<file path="src/rtl/program_encoder.sv">
// program_encoder: serializes program blocks into the byte-record image
// read back by the program decoder, one RAM byte per clock.
module program_encoder #(
  parameter int SIZE                = 16,
  parameter int DATA_BLOCK_MAX_SIZE = 64,
  parameter int MEM_ADDR_BITS       = $clog2(SIZE)
) (
  input  logic                                clk,
  input  logic                                rst,
  input  logic                                start,
  input  logic                                finish,
  output logic                                ready,
  output logic                                done,
  output logic                                error,
  input  logic [7:0]                          block_length,
  input  logic [15:0]                         block_address,
  input  logic [7:0]                          block_type,
  input  logic [DATA_BLOCK_MAX_SIZE-1:0][7:0] block_data,
  output logic [MEM_ADDR_BITS-1:0]            mem_addr,
  output logic [7:0]                          mem_data,
  output logic                                mem_we,
  output logic [MEM_ADDR_BITS:0]              bytes_written
);

  localparam int IW = $clog2(DATA_BLOCK_MAX_SIZE);
  localparam logic [16:0] SIZE17 = 17'(SIZE);
  localparam logic [7:0] MAXLEN = 8'(DATA_BLOCK_MAX_SIZE);

  typedef enum logic [3:0] {
    IDLE, HDR_TYPE, HDR_LEN, HDR_AHI, HDR_ALO,
    DATA, END, DONE, ERROR
  } state_t;

  state_t state, nxt;

  logic [MEM_ADDR_BITS:0]              ptr;
  logic [7:0]                          len_q;
  logic [15:0]                         addr_q;
  logic [DATA_BLOCK_MAX_SIZE-1:0][7:0] data_q;
  logic [7:0]                          idx, idx_nxt;
  logic [2:0]                          cnt, cnt_nxt;
  logic                                wr;
  logic [7:0]                          wbyte;
  logic                                accept;
  logic [16:0]                         need;

  // header + data + reserved end record must fit behind ptr
  assign need = 17'(ptr) + 17'd8 + 17'(block_length);

  always_comb begin
    nxt     = state;
    wr      = 1'b0;
    wbyte   = 8'h00;
    accept  = 1'b0;
    idx_nxt = idx;
    cnt_nxt = cnt;
    unique case (state)
      IDLE: begin
        if (start) begin
          if (block_length > MAXLEN || need > SIZE17) begin
            nxt = ERROR;
          end else begin
            accept = 1'b1;
            nxt    = HDR_TYPE;
            wr     = 1'b1;
            wbyte  = block_type;
          end
        end else if (finish) begin
          nxt     = END;
          wr      = 1'b1;
          wbyte   = 8'hFF;
          cnt_nxt = 3'd1;
        end
      end
      HDR_TYPE: begin
        nxt   = HDR_LEN;
        wr    = 1'b1;
        wbyte = len_q;
      end
      HDR_LEN: begin
        nxt   = HDR_AHI;
        wr    = 1'b1;
        wbyte = addr_q[15:8];
      end
      HDR_AHI: begin
        nxt   = HDR_ALO;
        wr    = 1'b1;
        wbyte = addr_q[7:0];
      end
      HDR_ALO: begin
        if (len_q != 8'd0) begin
          nxt     = DATA;
          wr      = 1'b1;
          wbyte   = data_q[0];
          idx_nxt = 8'd1;
        end else begin
          nxt = IDLE;
        end
      end
      DATA: begin
        if (idx == len_q) begin
          nxt = IDLE;
        end else begin
          wr      = 1'b1;
          wbyte   = data_q[idx[IW-1:0]];
          idx_nxt = idx + 8'd1;
        end
      end
      END: begin
        if (cnt == 3'd4) begin
          nxt = DONE;
        end else begin
          wr      = 1'b1;
          cnt_nxt = cnt + 3'd1;
        end
      end
      DONE:    nxt = DONE;
      ERROR:   nxt = ERROR;
      default: nxt = IDLE;
    endcase
  end

  always_ff @(posedge clk or negedge rst) begin
    if (!rst) begin
      state    <= IDLE;
      ptr      <= '0;
      len_q    <= '0;
      addr_q   <= '0;
      data_q   <= '0;
      idx      <= '0;
      cnt      <= '0;
      mem_we   <= 1'b0;
      mem_addr <= '0;
      mem_data <= '0;
    end else begin
      state  <= nxt;
      idx    <= idx_nxt;
      cnt    <= cnt_nxt;
      mem_we <= wr;
      if (accept) begin
        len_q  <= block_length;
        addr_q <= block_address;
        data_q <= block_data;
      end
      if (wr) begin
        mem_addr <= ptr[MEM_ADDR_BITS-1:0];
        mem_data <= wbyte;
        ptr      <= ptr + 1'b1;
      end
    end
  end

  assign ready         = (state == IDLE);
  assign done          = (state == DONE);
  assign error         = (state == ERROR);
  assign bytes_written = ptr;

endmodule

</file>
<file path="config.mk">
export PLATFORM = sky130hd
export DESIGN_NAME = program_encoder
export DESIGN_NICKNAME = d
export VERILOG_FILES = /design/src/rtl/program_encoder.sv
export SDC_FILE = /design/constraint.sdc
export NUM_CORES = 1
export LEC_CHECK = 0
export BUFFER_PORTS_ARGS = -buffer_cell sky130_fd_sc_hd__buf_4
export CELL_PAD_IN_SITES_DETAIL_PLACEMENT = 1
export CELL_PAD_IN_SITES_GLOBAL_PLACEMENT = 1
export CORE_ASPECT_RATIO = 0.5
export CORE_MARGIN = 2
export CORE_UTILIZATION = 41
export CTS_CLUSTER_SIZE = 25
export DETAILED_ROUTE_END_ITERATION = 8
export GPL_ROUTABILITY_DRIVEN = 0
export PLACE_DENSITY = 0.87
export REMOVE_ABC_BUFFERS = 1
export SLEW_MARGIN = 0
export SYNTH_ARGS = -nofsm -noshare
export SYNTH_HDL_FRONTEND = slang
export SYNTH_SLANG_ARGS = --single-unit
</file>
<file path="constraint.sdc">
create_clock -name clk -period 4.44 [get_ports clk]
set_input_delay 0.222 -clock clk [delete_from_list [all_inputs] [get_ports clk]]
set_output_delay 0.222 -clock clk [all_outputs]
set_load 0.01 [all_outputs]
</file>
==> results.md, run 1 <==
Logic synthesis
• **cell type contributing the most total cell area after synthesis** sky130_fd_sc_hd__dfrtp_1
• **post-synthesis instance area** 26500 um^2
• **fraction of registers with async set/reset** 100%
• **mean instance size in the synthesized netlist** 9.00 um^2
• **number of synthesized register bits** 569
• **part of the Yosys area used for sequential elements** 53.7%
• **post-synth top area share** 53.7%
• **Synth warnings** 0
• **distinct cell type count of the synthesized netlist** 50
• **count of flip-flops with a built-in enable after synthesis** 0
• **dominant cells by area after synthesis** sky130_fd_sc_hd__dfrtp_1 54%, sky130_fd_sc_hd__nand2_1 23%, sky130_fd_sc_hd__mux4_2 5.4%, sky130_fd_sc_hd__mux2i_1 4.9%, sky130_fd_sc_hd__a22oi_1 2.9%
• **number of standard cells after synthesis** 2944
• **Top FF cell, synth** sky130_fd_sc_hd__dfrtp_1

CTS
• **CTS hold repair buffers** 535
• **clock root buffer master** sky130_fd_sc_hd__clkbuf_16
• **CTS sink cnt** 569
• **Longest Clk Path Bufs** 3
• **count of H-tree levels built during CTS** 2
• **number of clock buffers inserted by TritonCTS** 53
• **number of buffers inserted by post-CTS setup repair** 0
• **# resized after CTS** 0

Global route
• **total global-route track usage** 82.1%
• **antenna violations before repair** 117
• **sum of overflow across all layers after global routing** 50
• **pin count of the biggest net entering global routing** 217

Place
• **detailed placer's ending HPWL** 69800 um
• **setup slack after placement** 0.611 ns
• **total placed cells including tap cells** 4249
• **port bufs** 568

Floorplan
• **boundary pin count** 569
• **floorplan die height** 184 um
• **initial standard-cell utilization of the core** 41.7%
• **DIE WIDTH** 364 um
• **number of placement rows** 65

Timing
• **category of the worst endpoint** sequential cell input
• **GRT worst endpoint** mem_data[0]$_DFFE_PN0P_/D

Status
• **last step reached** global routing
• **first error message** [ERROR GRT-0232] Routing congestion too high. Check the congestion heatmap in the GUI.
• **result of the run** aborted with a tool error

## synthesized netlist by cell type, types with 4 or more instances
master and number:
sky130_fd_sc_hd__ha_1 14, sky130_fd_sc_hd__a31oi_1 10, sky130_fd_sc_hd__mux4_2 64, sky130_fd_sc_hd__nor3_1 8, sky130_fd_sc_hd__and2_1 7, sky130_fd_sc_hd__nand4_1 10
sky130_fd_sc_hd__a21o_1 7, sky130_fd_sc_hd__xor2_1 4, sky130_fd_sc_hd__dfrtp_1 569, sky130_fd_sc_hd__mux2_2 13, sky130_fd_sc_hd__inv_1 18, sky130_fd_sc_hd__xnor2_1 16
sky130_fd_sc_hd__a21oi_1 43, sky130_fd_sc_hd__mux2i_1 129, sky130_fd_sc_hd__buf_2 115, sky130_fd_sc_hd__clkbuf_1 53, sky130_fd_sc_hd__a22oi_1 104, sky130_fd_sc_hd__o21ai_0 9
sky130_fd_sc_hd__nor2_1 29, sky130_fd_sc_hd__nand2_1 1631, sky130_fd_sc_hd__buf_1 13, sky130_fd_sc_hd__a211oi_1 15, sky130_fd_sc_hd__nor2b_1 8, sky130_fd_sc_hd__nand3_1 13
## stage by stage
step / area, um^2 / utilization (%) / setup TNS [ns]
global placement: 31700 / 49.9 / 0
CTS: 38900 / 61.3 / 0
detailed placement: 31700 / 49.9 / 0
floorplan: 25700 / - / -7234.97
## metal layers
layer  GRT usage [%]  overflow
met1            79.1         3
met2            92.8        24
met3            76.0         6
met4            80.4        17
met5            68.4         0
## cells by family after synthesis
kind of cell	count (synthesis)	synth area share (%)
flops	569	53.7
buf+inv	201	3.45
mux	206	10.9
simple gates	1728	25.2
compound gates	205	5.34
xor+xnor	20	0.661
fa+ha+maj	15	0.736
==> run 2, diff against run 1 <==
CELL_PAD_IN_SITES_DETAIL_PLACEMENT = default   (was 1)
CELL_PAD_IN_SITES_GLOBAL_PLACEMENT = default   (was 1)
CORE_ASPECT_RATIO = default   (was 0.5)
CORE_UTILIZATION = 40   (was 41)
CTS_CLUSTER_SIZE = default   (was 25)
PLACE_DENSITY = default   (was 0.87)
PLACE_DENSITY_LB_ADDON = 0.15   (was default)
==> run 2 against run 1 <==
Effect of this change: the flow now finishes without violations; area after synthesis unchanged; synthesized cell count is the same.
==> results.md, run 2 <==
Final layout
• **post-route insts no fill** 4906
• **nets@finish** 4541
• **Synth-to-Final Area Change** 47.4%
• **most common library cell in the layout ignoring fill and taps** sky130_fd_sc_hd__nand2_1
• **max reg flops** 512
• **Util after Layout** 59.5%
• **Reg with most FFs** data_q
• **share of post-route cells with drive strength above 1** 20.1%
• **registers with the most flip-flops** data_q: 512 flops, addr_q: 16 flops
• **commonest cells after routing, fill and taps aside** 1631 x sky130_fd_sc_hd__nand2_1, 601 x sky130_fd_sc_hd__buf_4, 567 x sky130_fd_sc_hd__dfrtp_1

Timing
• **final setup violation count** 0
• **final critical-path share of the clock period** 87.9%
• **transition at the pin with the smallest max-transition slack** 1.00 ns
• **worst max-slew margin expressed relative to the limit** 33.1%
• **achievable clock frequency** 256 MHz
• **setup clock skew after layout** 0.0264 ns
• **final critical delay including setup and external delays** 3.90 ns
• **Hold WS** 0.0687 ns
• **total negative slack** 0 ns
• **max-slew violations** 0
• **endpoints failing hold** 0
• **setup repair after global routing missed its margin** no

Logic synthesis
• **Synth warnings** 0, unchanged
• **post-synthesis instance area** 26500 um^2, unchanged
• **dominant cells by area after synthesis** sky130_fd_sc_hd__dfrtp_1 54%, sky130_fd_sc_hd__nand2_1 23%, sky130_fd_sc_hd__mux4_2 5.4%, sky130_fd_sc_hd__mux2i_1 4.9%, sky130_fd_sc_hd__a22oi_1 2.9%
• **part of the Yosys area used for sequential elements** 53.7%, unchanged
• **fraction of registers with async set/reset** 100%, unchanged
• **mean instance size in the synthesized netlist** 9.00 um^2, unchanged
• **number of standard cells after synthesis** 2944, unchanged
• **number of synthesized register bits** 569, unchanged
• **most frequently used cell type in the post-synthesis netlist** sky130_fd_sc_hd__nand2_1
• **most frequent cells after synthesis** 1631 x sky130_fd_sc_hd__nand2_1, 569 x sky130_fd_sc_hd__dfrtp_1, 129 x sky130_fd_sc_hd__mux2i_1
• **cell type contributing the most total cell area after synthesis** sky130_fd_sc_hd__dfrtp_1
• **post-synth top area share** 53.7%, unchanged
• **Top FF cell, synth** sky130_fd_sc_hd__dfrtp_1
• **count of flip-flops with a built-in enable after synthesis** 0, unchanged
• **distinct cell type count of the synthesized netlist** 50, unchanged

Power
• **areal power density over the cells** 466 nW/um^2
• **largest vdd supply drop** 0.345 mV
• **leakage power figure** 19.9 nW

Drt
• **violation count after the first detailed-routing iteration** 2103
• **via count of the routed design** 24.9k
• **total wire length** 95400 um
• **remaining antenna violation count after routing** 0
• **DR DRC count** 0
• **routed via count divided by cell count** 5.07
• **Routed wire per std cell** 19.4 um
• **length of the first detailed-routing pass in iterations** 5

Floorplan
• **Die Outline Area** 68300 um^2
• **DIE WIDTH** 261 um, -28%
• **Std-Cell Core Area** 65600 um^2
• **number of placement rows** 94, +45%
• **floorplan die height** 261 um, +42%
• **initial standard-cell utilization of the core** 40.4%, -1.3 points
• **boundary pin count** 569, unchanged

Global route
• **pin count of the biggest net entering global routing** 203
• **vias in the first global route** 26.0k
• **antenna violations before repair** 19
• **total global-route track usage** 27.7%
• **sum of overflow across all layers after global routing** 0
• **global-route wire length before repair** 145000 um

CTS
• **clock-pin slew reported for the worst setup and hold paths after clock tree synthesis** 0.06 ns
• **number of clock buffers inserted by TritonCTS** 61, +15%
• **clock tree from TritonCTS** done
• **Longest Clk Path Bufs** 3, unchanged
• **count of H-tree levels built during CTS** 2, unchanged
• **CTS sink cnt** 569, unchanged
• **clock root buffer master** sky130_fd_sc_hd__clkbuf_16
• **Clk Latency, worst-skew pair** 0.63 ns

Critical path
• **nature of the critical path endpoint** flip-flop
• **largest stage delay on the critical path** 0.53 ns
• **data required time at the worst endpoint** 4.95 ns
• **critical path class** flip-flop to flip-flop
• **critical path's slowest cell** sky130_fd_sc_hd__fa_1
• **CP startpoint kind** flip-flop
• **Data arrival, critical path** 4.41 ns
• **cells traversed along the worst timing path** ha_1, ha_1, inv_1, fa_1, or3b_1, nor4bb_1, nor2_1, o32a_2, buf_12, nand2_1, nand2_1
• **Max Fanout on Critical Path** 202

Place
• **port bufs** 568, unchanged
• **detailed placer's ending HPWL** 62700 um, -10%
• **total placed cells including tap cells** 4244, -0.12%

Flow run
• **Max-Cap Viols** 0

Status
• **result of the run** finished clean

Min path
• **Worst Hold Class** input pin to flip-flop

==> run 2: cell counts after synthesis <==
Identical to the previous run, type by type.
==> run 2: layout make-up <==
type                       instances  area [um^2]
clock buffer                      95         1880
timing repair buffer            1154        10200
fill                            5488        26500
inverter                          18         67.6
multi-input combinational       2174        11400
clock inverter                    17          144
antenna                           15         37.5
sequential                       569        14200
tap                              864         1080
==> run 2: what timing repair did <==
| action | CTS | global route |
|---|---|---|
| buffers inserted | 0 | 0 |
| setup endpoints to repair | 0 | 0 |
| hold buffers | 535 | 0 |
| gates resized for setup | 0 | 0 |
| hold endpoints to repair | 630 | 0 |
==> run 2: through the flow <==
stage	area (um^2)	setup slack (ns)	total power [mW]
global placement	31700	0.701	12.6
global route	39100	0.405	19.4
floorplan	25700	-13.96	11.1
CTS	39000	0.632	18.4
detailed placement	31700	0.669	12.8
finish	39100	0.535	18.2
==> run 2: cell families after synthesis <==
family,count (synthesis),share of synthesized area (%)
compound gates,205,5.34
xor+xnor,20,0.661
fa+ha+maj,15,0.736
buf+inv,201,3.45
flops,569,53.7
mux,206,10.9
simple gates,1728,25.2
==> run 2: metal layers <==
layer	wire length (um)	vias up	global-route usage (%)
met2	45700	857	45.5
li1	-	11601	-
met1	39200	12162	35.6
met5	125	-	0
met4	4090	18	11.5
met3	6290	252	5.62
==> run 2: power breakdown <==
group	leakage, nW	internal (mW)	switching [mW]
clock	1.00	3.00	2.12
sequential	7.69	6.82	1.02
combinational	11.2	2.59	2.67
total	19.9	12.4	5.81
==> run 2: critical path, delay by kind of cell, from the launching register on <==
family / cells / cell delay [ns]
flops: 1 / 0.43
compound gates: 1 / 0.51
buf+inv: 2 / 0.33
simple gates: 5 / 1.27
fa+ha+maj: 3 / 0.99
==> run 2: worst paths after layout <==
kind                             startpoint           to  slack, ns  depth (start not counted)
max                        bytes_written[1]  data_q[103]       0.54                         11
min                           block_type[3]  mem_data[3]       0.07                          5
max reg2reg                bytes_written[1]  data_q[103]       0.54                         11
min reg2reg                     data_q[276]  data_q[276]       0.46                          2
max in group asynchronous               rst  data_q[406]       2.97                          3
min in group asynchronous               rst  data_q[213]       0.19                          2
(Power assumes the default switching activity.)
